### src/rtl/centroid_accum.sv
// centroid_accum: multiply-accumulates weighted points (x, y, w) over a frame
// and presents sumxw/sumyw/sumw, held stable, to the centroid divider.
module centroid_accum #(
    parameter int N_PTS   = 6,
    parameter int SUMXY_W = 15,
    parameter int SUMW_W  = 7
) (
    input  logic               clk,
    input  logic               RESET,
    input  logic               abort,
    input  logic               in_valid,
    output logic               in_ready,
    input  logic [7:0]         x_in,
    input  logic [7:0]         y_in,
    input  logic [3:0]         w_in,
    output logic [SUMXY_W-1:0] sumxw,
    output logic [SUMXY_W-1:0] sumyw,
    output logic [SUMW_W-1:0]  sumw,
    output logic               zero_w,
    output logic               out_valid,
    input  logic               out_ready,
    output logic [2:0]         pt_cnt
);

    typedef enum logic [1:0] {IDLE, ACC, HOLD} state_t;

    localparam logic [2:0] LAST = 3'(N_PTS - 1);

    state_t             r_state;
    logic               r_in_ready;
    logic               r_out_valid;
    logic               r_zero_w;
    logic [2:0]         r_pt_cnt;
    logic [SUMXY_W-1:0] r_sumxw;
    logic [SUMXY_W-1:0] r_sumyw;
    logic [SUMW_W-1:0]  r_sumw;

    logic [11:0]        w_xw;
    logic [11:0]        w_yw;
    logic [SUMXY_W-1:0] w_nxw;
    logic [SUMXY_W-1:0] w_nyw;
    logic [SUMW_W-1:0]  w_nw;
    logic               w_acc;
    logic               w_last;
    logic               w_first;

    assign w_xw    = {4'd0, x_in} * {8'd0, w_in};
    assign w_yw    = {4'd0, y_in} * {8'd0, w_in};
    assign w_first = (r_state == IDLE);

    // The first point of a frame loads the sums instead of adding to them.
    assign w_nxw = (w_first ? '0 : r_sumxw) + SUMXY_W'(w_xw);
    assign w_nyw = (w_first ? '0 : r_sumyw) + SUMXY_W'(w_yw);
    assign w_nw  = (w_first ? '0 : r_sumw) + SUMW_W'(w_in);

    assign w_acc  = in_valid & r_in_ready & ~abort;
    assign w_last = (r_pt_cnt == LAST);

    always_ff @(posedge clk or negedge RESET) begin
        if (!RESET) begin
            r_state     <= IDLE;
            r_in_ready  <= 1'b0;
            r_out_valid <= 1'b0;
            r_zero_w    <= 1'b0;
            r_pt_cnt    <= '0;
            r_sumxw     <= '0;
            r_sumyw     <= '0;
            r_sumw      <= '0;
        end else begin
            unique case (r_state)
                IDLE, ACC: begin
                    r_in_ready <= 1'b1;
                    if (abort) begin
                        r_state  <= IDLE;
                        r_pt_cnt <= '0;
                        r_sumxw  <= '0;
                        r_sumyw  <= '0;
                        r_sumw   <= '0;
                        r_zero_w <= 1'b1;
                    end else if (w_acc) begin
                        r_sumxw  <= w_nxw;
                        r_sumyw  <= w_nyw;
                        r_sumw   <= w_nw;
                        r_zero_w <= (w_nw == '0);
                        if (w_last) begin
                            r_state     <= HOLD;
                            r_pt_cnt    <= '0;
                            r_in_ready  <= 1'b0;
                            r_out_valid <= 1'b1;
                        end else begin
                            r_state  <= ACC;
                            r_pt_cnt <= r_pt_cnt + 3'd1;
                        end
                    end
                end
                HOLD: begin
                    if (out_ready) begin
                        r_state     <= IDLE;
                        r_out_valid <= 1'b0;
                        r_in_ready  <= 1'b1;
                    end
                end
                default: begin
                    r_state     <= IDLE;
                    r_out_valid <= 1'b0;
                    r_pt_cnt    <= '0;
                end
            endcase
        end
    end

    assign in_ready  = r_in_ready;
    assign out_valid = r_out_valid;
    assign zero_w    = r_zero_w;
    assign pt_cnt    = r_pt_cnt;
    assign sumxw     = r_sumxw;
    assign sumyw     = r_sumyw;
    assign sumw      = r_sumw;

endmodule

### config.mk
export PLATFORM = sky130hd
export DESIGN_NAME = centroid_accum
export DESIGN_NICKNAME = d
export VERILOG_FILES = /design/src/rtl/centroid_accum.sv
export SDC_FILE = /design/constraint.sdc
export NUM_CORES = 1
export LEC_CHECK = 0
export CAP_MARGIN = 30
export CORE_MARGIN = 5
export CORE_UTILIZATION = 45
export CTS_BUF_LIST = sky130_fd_sc_hd__clkbuf_8
export DETAILED_ROUTE_END_ITERATION = 8
export GPL_TIMING_DRIVEN = 0
export HOLD_SLACK_MARGIN = 0.08
export PLACE_DENSITY = 0.73
export SLEW_MARGIN = 20
export SYNTH_ARGS = -nofsm -noshare
export SYNTH_HDL_FRONTEND = slang
export SYNTH_SLANG_ARGS = --single-unit
export TNS_END_PERCENT = 10
### constraint.sdc
create_clock -name clk -period 4.7 [get_ports clk]
set_clock_uncertainty 0.1 [all_clocks]
set_input_delay 0.94 -clock clk [delete_from_list [all_inputs] [get_ports clk]]
set_output_delay 0.94 -clock clk [all_outputs]
set_load 0.1 [all_outputs]
Word-level counts from Yosys, hierarchy flattened
Index checks and enable logic that the tools add are counted.
Widths: inputs -> output; s select.
- add/subtract/negate cells: 4
- shift operators: 0
- equality and inequality tests: 8
- $lt $le $gt $ge: 0
- bitwise logic cells: 4
- multipliers: 2
- reduce and logical (&&, ||, !) cells: 10
- mux-type cells: 30
- div/mod/pow operators: 0
- operators with widths (kind ; number):
    $mux 15 ; 6
    $add 15x12->15 ; 2
    $mul 8x4->12 ; 2
    $mux 7 ; 3
    $mux 1 ; 10
    $mux 3 ; 3
    $mux 2 ; 4
    $ne 2x2->1 const B ; 4
    $reduce_and 2->1 ; 4
    $add 7x4->7 ; 1
    $logic_not 7->1 ; 1
    $pmux 3 s2 ; 1
    $pmux 1 s2 ; 2
    $pmux 2 s2 ; 1
    $reduce_and 4->1 ; 1
    $reduce_bool 2->1 ; 2
    $add 3x1->3 const B ; 1
    $eq 3x3->1 const B ; 1
    $ne 3x3->1 const B ; 1
    $and 1x1->1 ; 2
    $eq 2x1->1 const B ; 1
    $eq 2x2->1 const B ; 1
    $logic_not 2->1 ; 1
    $not 1->1 ; 2
    $reduce_or 2->1 ; 1
- ROM bits: 0
- memories: 0
- bits in latches: 0
- input port bits: 25
- word-level logic and storage cells: 66
- bits in writable memories: 0
- register bits: 45
- output and inout bits: 43

Depth between registers and ports, before layout
Gate-level depths: netlist of the first run.
- word-level depth: 6
- depth in mapped cells: 14

Worst setup path before layout of the first run
OpenSTA, ideal clock, no wires.
- kind: in2reg
- start point: input w_in[3]
- end point: register r_sumyw[9] (netlist: sumyw[9])
- data arrival time: 4327 ps
- path buffers: 1
- slack: 150 ps
- required time: 4477 ps
- setup time: 123 ps
- stages on the path: 13
- path through: clkbuf_1 and2_1 fa_1 fa_1 inv_1 fa_1 inv_1 ha_1 a21o_1 a21oi_1 nand2_1 a311o_1 a32o_1
- word-level cells in the longest chain between the ends: 4
- RTL lines (element ; line ; source):
    from (decl) ; 15 ; input logic [3:0] w_in,
    $mul 8x4->12 ; 48 ; assign w_yw = {4'd0, y_in} * {8'd0, w_in};
    $add 15x12->15 ; 53 ; assign w_nyw = (w_first ? '0 : r_sumyw) + SUMXY_W'(w_yw);
    $mux 15 ; 80 ; end else if (w_acc) begin
    $mux 15 ; 73 ; if (abort) begin
    to (signal assigned) ; 82 ; r_sumyw <= w_nyw;
    to (decl) ; 35 ; logic [SUMXY_W-1:0] r_sumyw;
No other way between the ends. The select of a mux whose other input is x is not followed.
A chain may end at the register's enable or synchronous reset.

Worst setup path in the final report of the first run
- start point: input w_in[3]
- end point: register r_sumyw[10] (netlist: sumyw[10])
The elaborated chain is that of the path after synthesis.

==> results.md, run 1 <==
- Clk buf depth: 2
- Die H: 116 um
- Area grow syn2layout: 20.9%
- Largest cells by area after synthesis: dfrtp_1, fa_1, ha_1
- Starting density of the core: 46.4%
- Max stage delay cell, worst path: fa_1
- Ports: 68
- R2R Path Start: r_state[0]
- Layout cells sized above 1: 5.62%
- Largest family of logic cells by synthesized area: adder cells
- Simple-Gate Fraction of Synth Area: 22.3%
- Max frequency: 217 MHz
- Grt ovf: 0
- CP peak stage delay: 560 ps
- Crit path DAT: 4730 ps
- Leakage: 2.96 nW
- Ant. Diodes: 0
- Initial antenna violation count: 0
- Clk_lat worst skew: 330 ps
- # setup viols final: 0
- Iteration-0 DRC count of the detailed router: 282
- Number of synthesized flops with an enable pin: 0
- Sequential power share: 23.8%
- HP Start: out_valid
- Critical path buffers and inverters: 4
- Reg2reg setup slack: 730 ps
- Largest net degree at the start of global routing: 31
- Total Routed Length: 13,900 um
- Hold Slack: 388 ps
- Most frequent CP cell: fa_1
- Die area: 13,600 um2
- WL per Instance: 17.1 um
- Share of the synthesized area in the top cell type: 22.1%
- Mapped Nets: 714
- Worst-Margin Slew: 1010 ps
- Main flop type after synthesis: dfrtp_1
- Compound-Gate Fraction of Synth Area: 16.3%
- Synthesized area per cell: 8.53 um2
- Minimum clock period: 4610 ps
- FILL cells: 1,007
- Pint: 1.01 mW
- Sink Count: 45
- CTS clk-pin slew, worst paths: 90 ps
- CTS tree: built
- Vias per Instance: 5.54
- First-pass GRT wire length: 22,800 um
- Final ANT Viol Nets: 0
- Post-synthesis mux area share: 0.417%
- Sequential fraction of the synthesis area: 22.1%
- Core Rows: 38
- H-tree depth: 2
- DIE WIDTH: 116 um
- Fin crit share: 98.0%
- Non-filler instance count after layout: 816
- Register bit total from synthesis: 45
- Syn Inst Count: 598
- RSZ-0062 raised after global routing: true
- Placer Congestion: 0.891
- Slew HR: 32.2%
- CP Max Fanout: 10
- Sw Share: 51.6%
- Slew Limit Fails: 0
- DR pass1 iterations: 5
- Num CTS Buffers: 5
- Worst-path cell chain: clkdlybuf4s15_2 > buf_4 > and2_1 > fa_1 > fa_1 > inv_1 > fa_1 > inv_1 > ha_4 > a21o_1 > a31oi_4 > a21oi_2 > or3_1 > a32o_1
- Required @ worst endpoint: 4820 ps
- Crit path capture type: register
- Adder-cell share of the synthesized area: 28.7%
- Synth top cells by count: inv_1, nand2_1, and2_1, ha_1, dfrtp_1
- CTS Hold Bufs: 0
- Worst r2r dst: sumxw[14]
- Post-synth ARST share: 100%
- Hold WC Path Type: reg2reg
- Comb power frac: 60.4%
- Status: finished, final reports clean
- Clock Power Share: 15.8%
- R2R depth: 13
- Crit Path Category: in2reg
- Power per cell area: 339 nW/um2
- Max_cap viols: 0
- Core Util, Final: 56.1%
- Post-synth cell types: 59
- Synth Warn #: 0
- Startpoint types: input port
- Yosys top cell by area: dfrtp_1
- Net Switching: 1.08 mW
- Crit path max-delay family: adder cells
- Gr usage total: 21.7%
- I/O Buffers: 67
- Synth Area in XOR/XNOR: 2.40%
- Nets: 791
- IR drop worst, VDD: 0.318 mV
- Core ar.: 11,000 um2
- DRC: 0
- Dpl cells: 806
- WHS Endpoint: out_valid
- Placed wire-length estimate: 10,900 um
- Cells on Worst Hold Path: 1
- Clk root buf: clkbuf_8
- Number of global-route vias before repair: 4,610
- Via count: 4,520
- Top-count cell post-synth: inv_1
- Final Hold Viols: 0
- Cell Area, Synth: 5100 um2
## cells by family after synthesis
| group | after synthesis |
|---|---|
| xor+xnor | 14 |
| flops | 45 |
| simple gates | 219 |
| fa+ha+maj | 91 |
| compound gates | 122 |
| mux | 2 |
| buf+inv | 105 |
## routing by layer
| layer | wire length [um] | vias up | GRT usage [%] | share of wire (%) |
|---|---|---|---|---|
| li1 | - | 2153 | - | - |
| met1 | 6240 | 2216 | 28.9 | 45 |
| met2 | 6540 | 126 | 35.4 | 47 |
| met3 | 826 | 25 | 5.03 | 5.9 |
| met4 | 336 | 0 | 6.50 | 2.4 |
| met5 | 0 | - | 0 | 0 |
## what timing repair did
| item | 4_1_cts | 5_1_grt |
|---|---|---|
| endpoints found under the setup margin | 20 | 10 |
| gates resized for setup | 18 | 17 |
| setup buffers | 1 | 2 |
| pin swaps | 0 | 5 |
## worst max path at each step
stage / startpoint / to / slack, ps / cells after the start
3_5_place_dp: w_in[1] / sumyw[10] / -970 / 14
6_report: w_in[3] / sumyw[10] / 90 / 14
5_1_grt: w_in[3] / sumyw[10] / -20 / 14
4_1_cts: y_in[4] / sumyw[10] / 20 / 14
2_1_floorplan: w_in[3] / sumyw[9] / 150 / 13
3_3_place_gp: w_in[1] / sumyw[10] / -940 / 14
## layout by cell type (no fill, tap or decap), types with 3 or more instances in the layout
master,n
o21ai_0,23
nor4_1,3
clkbuf_8,6
and2_1,70
o31a_1,3
inv_1,84
o21ai_1,3
o21a_1,8
nand4_1,7
a21oi_1,26
buf_2,6
dlymetal6s2s_1,4
ha_2,3
nand2_1,72
a21o_1,9
nand2b_1,3
a22o_1,9
clkdlybuf4s50_1,59
o211ai_1,4
a211oi_1,4
xor2_1,7
o31ai_1,5
xnor2_1,7
nand3_1,13
clkbuf_1,12
fa_1,43
nor3_1,9
buf_4,5
dfrtp_1,45
nor2_1,19
nor2b_1,5
ha_1,44
## sequential cells by signal, indices dropped and copies added (netlist names)
register	cells
sumxw	15
sumyw	15
sumw	7
pt_cnt	3
r_state	2
in_ready	1
out_valid	1
zero_w	1
## cell type report
type / instances / area [um2] / share of cell area (%)
Multi-Input combinational cell: 448 / 3620 / 58.8
Sequential cell: 45 / 1130 / 18.3
Timing Repair Buffer: 71 / 716 / 11.6
Inverter: 83 / 312 / 5.05
Tap cell: 140 / 175 / 2.84
Buffer: 21 / 95.1 / 1.54
Clock buffer: 6 / 82.6 / 1.34
Clock inverter: 2 / 33.8 / 0.548
## power groups by stage
stage               Combinational [mW]  Clock [mW]  Sequential (mW)
finish                            1.26       0.329            0.496
global route                      1.37       0.355            0.504
CTS                               1.24       0.339            0.497
detailed placement                1.23           0            0.504
global placement                  1.21           0            0.504
floorplan                        0.537           0            0.887
## stage by stage
stage	worst slack, ps	area (um2)	setup TNS, ps	total power, mW
after CTS	24.5	6110	0	2.08
after global placement	-942	5940	-12870	1.71
after detailed placement	-969	5960	-14080	1.73
after floorplan	150	5100	0	1.42
after global routing	-24.7	6160	-24.7	2.23
final	93.3	6160	0	2.09
## worst register-to-register path: cells and delay by family, from the launching register on
family / cells / cell delay (ps)
buf+inv: 4 / 1190
fa+ha+maj: 2 / 820
compound gates: 3 / 650
flops: 1 / 480
simple gates: 3 / 440
mux: 1 / 230
Power figures use the tool's default switching activity.
==> inputs of run 2 (changes only) <==
GPL_TIMING_DRIVEN = 1   (was 0)
==> run 2 against run 1 <==
Non-clock buffer count is 25 higher. Count of clock-buffer cells in the layout stayed put. Combinational power is 6% higher. Core utilization is 2.0 points higher. Sequential share of layout area is 0.62 points lower. Clock power is 3% lower. Hold slack better by 9.7 ps. Via count is 0.55% lower. Largest power group unchanged. Highest routed layer unchanged.
==> results.md, run 2 (synthesis results as in run 1) <==
- Status: finished, final reports clean
- Vias per Instance: 5.34
- Final ANT Viol Nets: 0
- WL per Instance: 15.1 um
- Nets: 816
- DR pass1 iterations: 4
- Fin crit share: 97.8%
- CP Max Fanout: 4
- CP peak stage delay: 560 ps
- Starting density of the core: 46.4%
- Post-place setup slack: -348 ps
- Crit path capture type: register
- Area of the multi-input gates: 3590 um2
- Most frequent cells in the layout: inv_1, nand2_1, and2_1
- Area grow syn2layout: 25.2%
- H-tree depth: 2
- Die H: 116 um
- Final Hold Viols: 0
- Slew HR: 33.8%
- Total Routed Length: 12,700 um
- Slew Limit Fails: 0
- Minimum clock period: 4600 ps
- # setup viols final: 0
- Num CTS Buffers: 5
- First-pass GRT wire length: 21,800 um
- Max stage delay cell, worst path: fa_1
- Dpl cells: 833
- DIE WIDTH: 116 um
- Max_cap viols: 0
- Sink Count: 45
- Seq. cell area: 1130 um2
- Power per cell area: 338 nW/um2
- Reg2reg setup slack: 830 ps
- Required @ worst endpoint: 4810 ps
- CTS clk-pin slew, worst paths: 100 ps
- Max frequency: 217 MHz
- Clk root buf: clkbuf_8
- Clk_lat worst skew: 310 ps
- Most common cell after layout, fill and taps aside: inv_1
- Number of global-route vias before repair: 4,614
- IR drop worst, VDD: 0.430 mV
- Grt ovf: 0
- Placer Congestion: 0.880
- Crit path DAT: 4710 ps
- Largest net degree at the start of global routing: 39
- Worst-Margin Slew: 990 ps
- Initial antenna violation count: 0
- Worst-path cell chain: clkdlybuf4s50_1 > and2_1 > fa_1 > fa_1 > inv_1 > fa_1 > inv_1 > ha_1 > a21o_1 > a21oi_1 > nand2_1 > a311o_1 > a32o_1
- Leakage: 3.13 nW
- FILL cells: 1,016
- Final WS setup: 102 ps
- Most frequent CP cell: fa_1
- Hold WC Path Type: reg2reg
- Via count: 4,495
- Core ar.: 11,000 um2
- Gr usage total: 20.0%
- Clk buf depth: 2
- CTS Hold Bufs: 0
- RSZ-0062 raised after global routing: true
- Ant. Diodes: 0
- CTS tree: built
- Placed wire-length estimate: 10,000 um
- Non-filler instance count after layout: 841
- Iteration-0 DRC count of the detailed router: 213
- I/O Buffers: 67
- Ports: 68
- Startpoint types: input port
- DRC: 0
- Core Rows: 38
- Crit Path Category: in2reg
- Layout cells sized above 1: 9.70%
- Die area: 13,600 um2
## run 2: stage by stage
step	TNS, ps	hold slack, ps	util, %	total power [mW]	area, um2
6_report	0	397	58.1	2.15	6380
5_1_grt	-150	452	58.1	2.30	6380
3_5_place_dp	-4060	373	56.8	1.83	6240
2_1_floorplan	0	486	-	1.42	5100
3_3_place_gp	-2970	366	56.6	1.80	6220
4_1_cts	0	407	58.0	2.16	6370
## run 2: layer usage
layer / GRT usage [%] / wire, um / vias to the layer above
met3: 2.90 / 706 / 14
met5: 0 / 0 / -
met4: 5.10 / 194 / 0
li1: - / - / 2209
met2: 32.5 / 5780 / 118
met1: 28.3 / 6050 / 2154
## run 2: area by class of cell
cell class                      instances  area share (%)
Clock inverter                          2           0.529
Timing Repair Buffer                  117            16.6
Clock buffer                            6            1.29
Sequential cell                        45            17.6
Tap cell                              140            2.75
Multi-Input combinational cell        448            56.3
Inverter                               83            4.88
## run 2: repair_timing
action | 4_1_cts | 5_1_grt
buffers inserted | 0 | 0
resized for setup | 3 | 5
endpoints found under the setup margin | 2 | 17
## run 2: final timing paths
kind / depth (start not counted) / startpoint / end
max: 13 / y_in[3] / sumyw[9]
min: 1 / out_valid / out_valid
max reg2reg: 11 / r_state[1] / sumyw[9]
min reg2reg: 1 / out_valid / out_valid
max in group asynchronous: 2 / RESET / sumyw[12]
min in group asynchronous: 1 / RESET / sumxw[7]
## run 2: worst max-delay path: cells and delay by family
| family | cells | cell delay (ps) |
|---|---|---|
| adder cells (fa/ha/maj) | 4 | 1890 |
| buffers and inverters | 3 | 560 |
| AND/OR/NAND/NOR | 2 | 310 |
| AO/OA/AOI/OAI | 4 | 1010 |
## run 2: report_power, final
group,internal (mW),total (mW),switching [mW]
Clock,0.172,0.319,0.148
Combinational,0.472,1.34,0.864
Sequential,0.442,0.499,0.0570
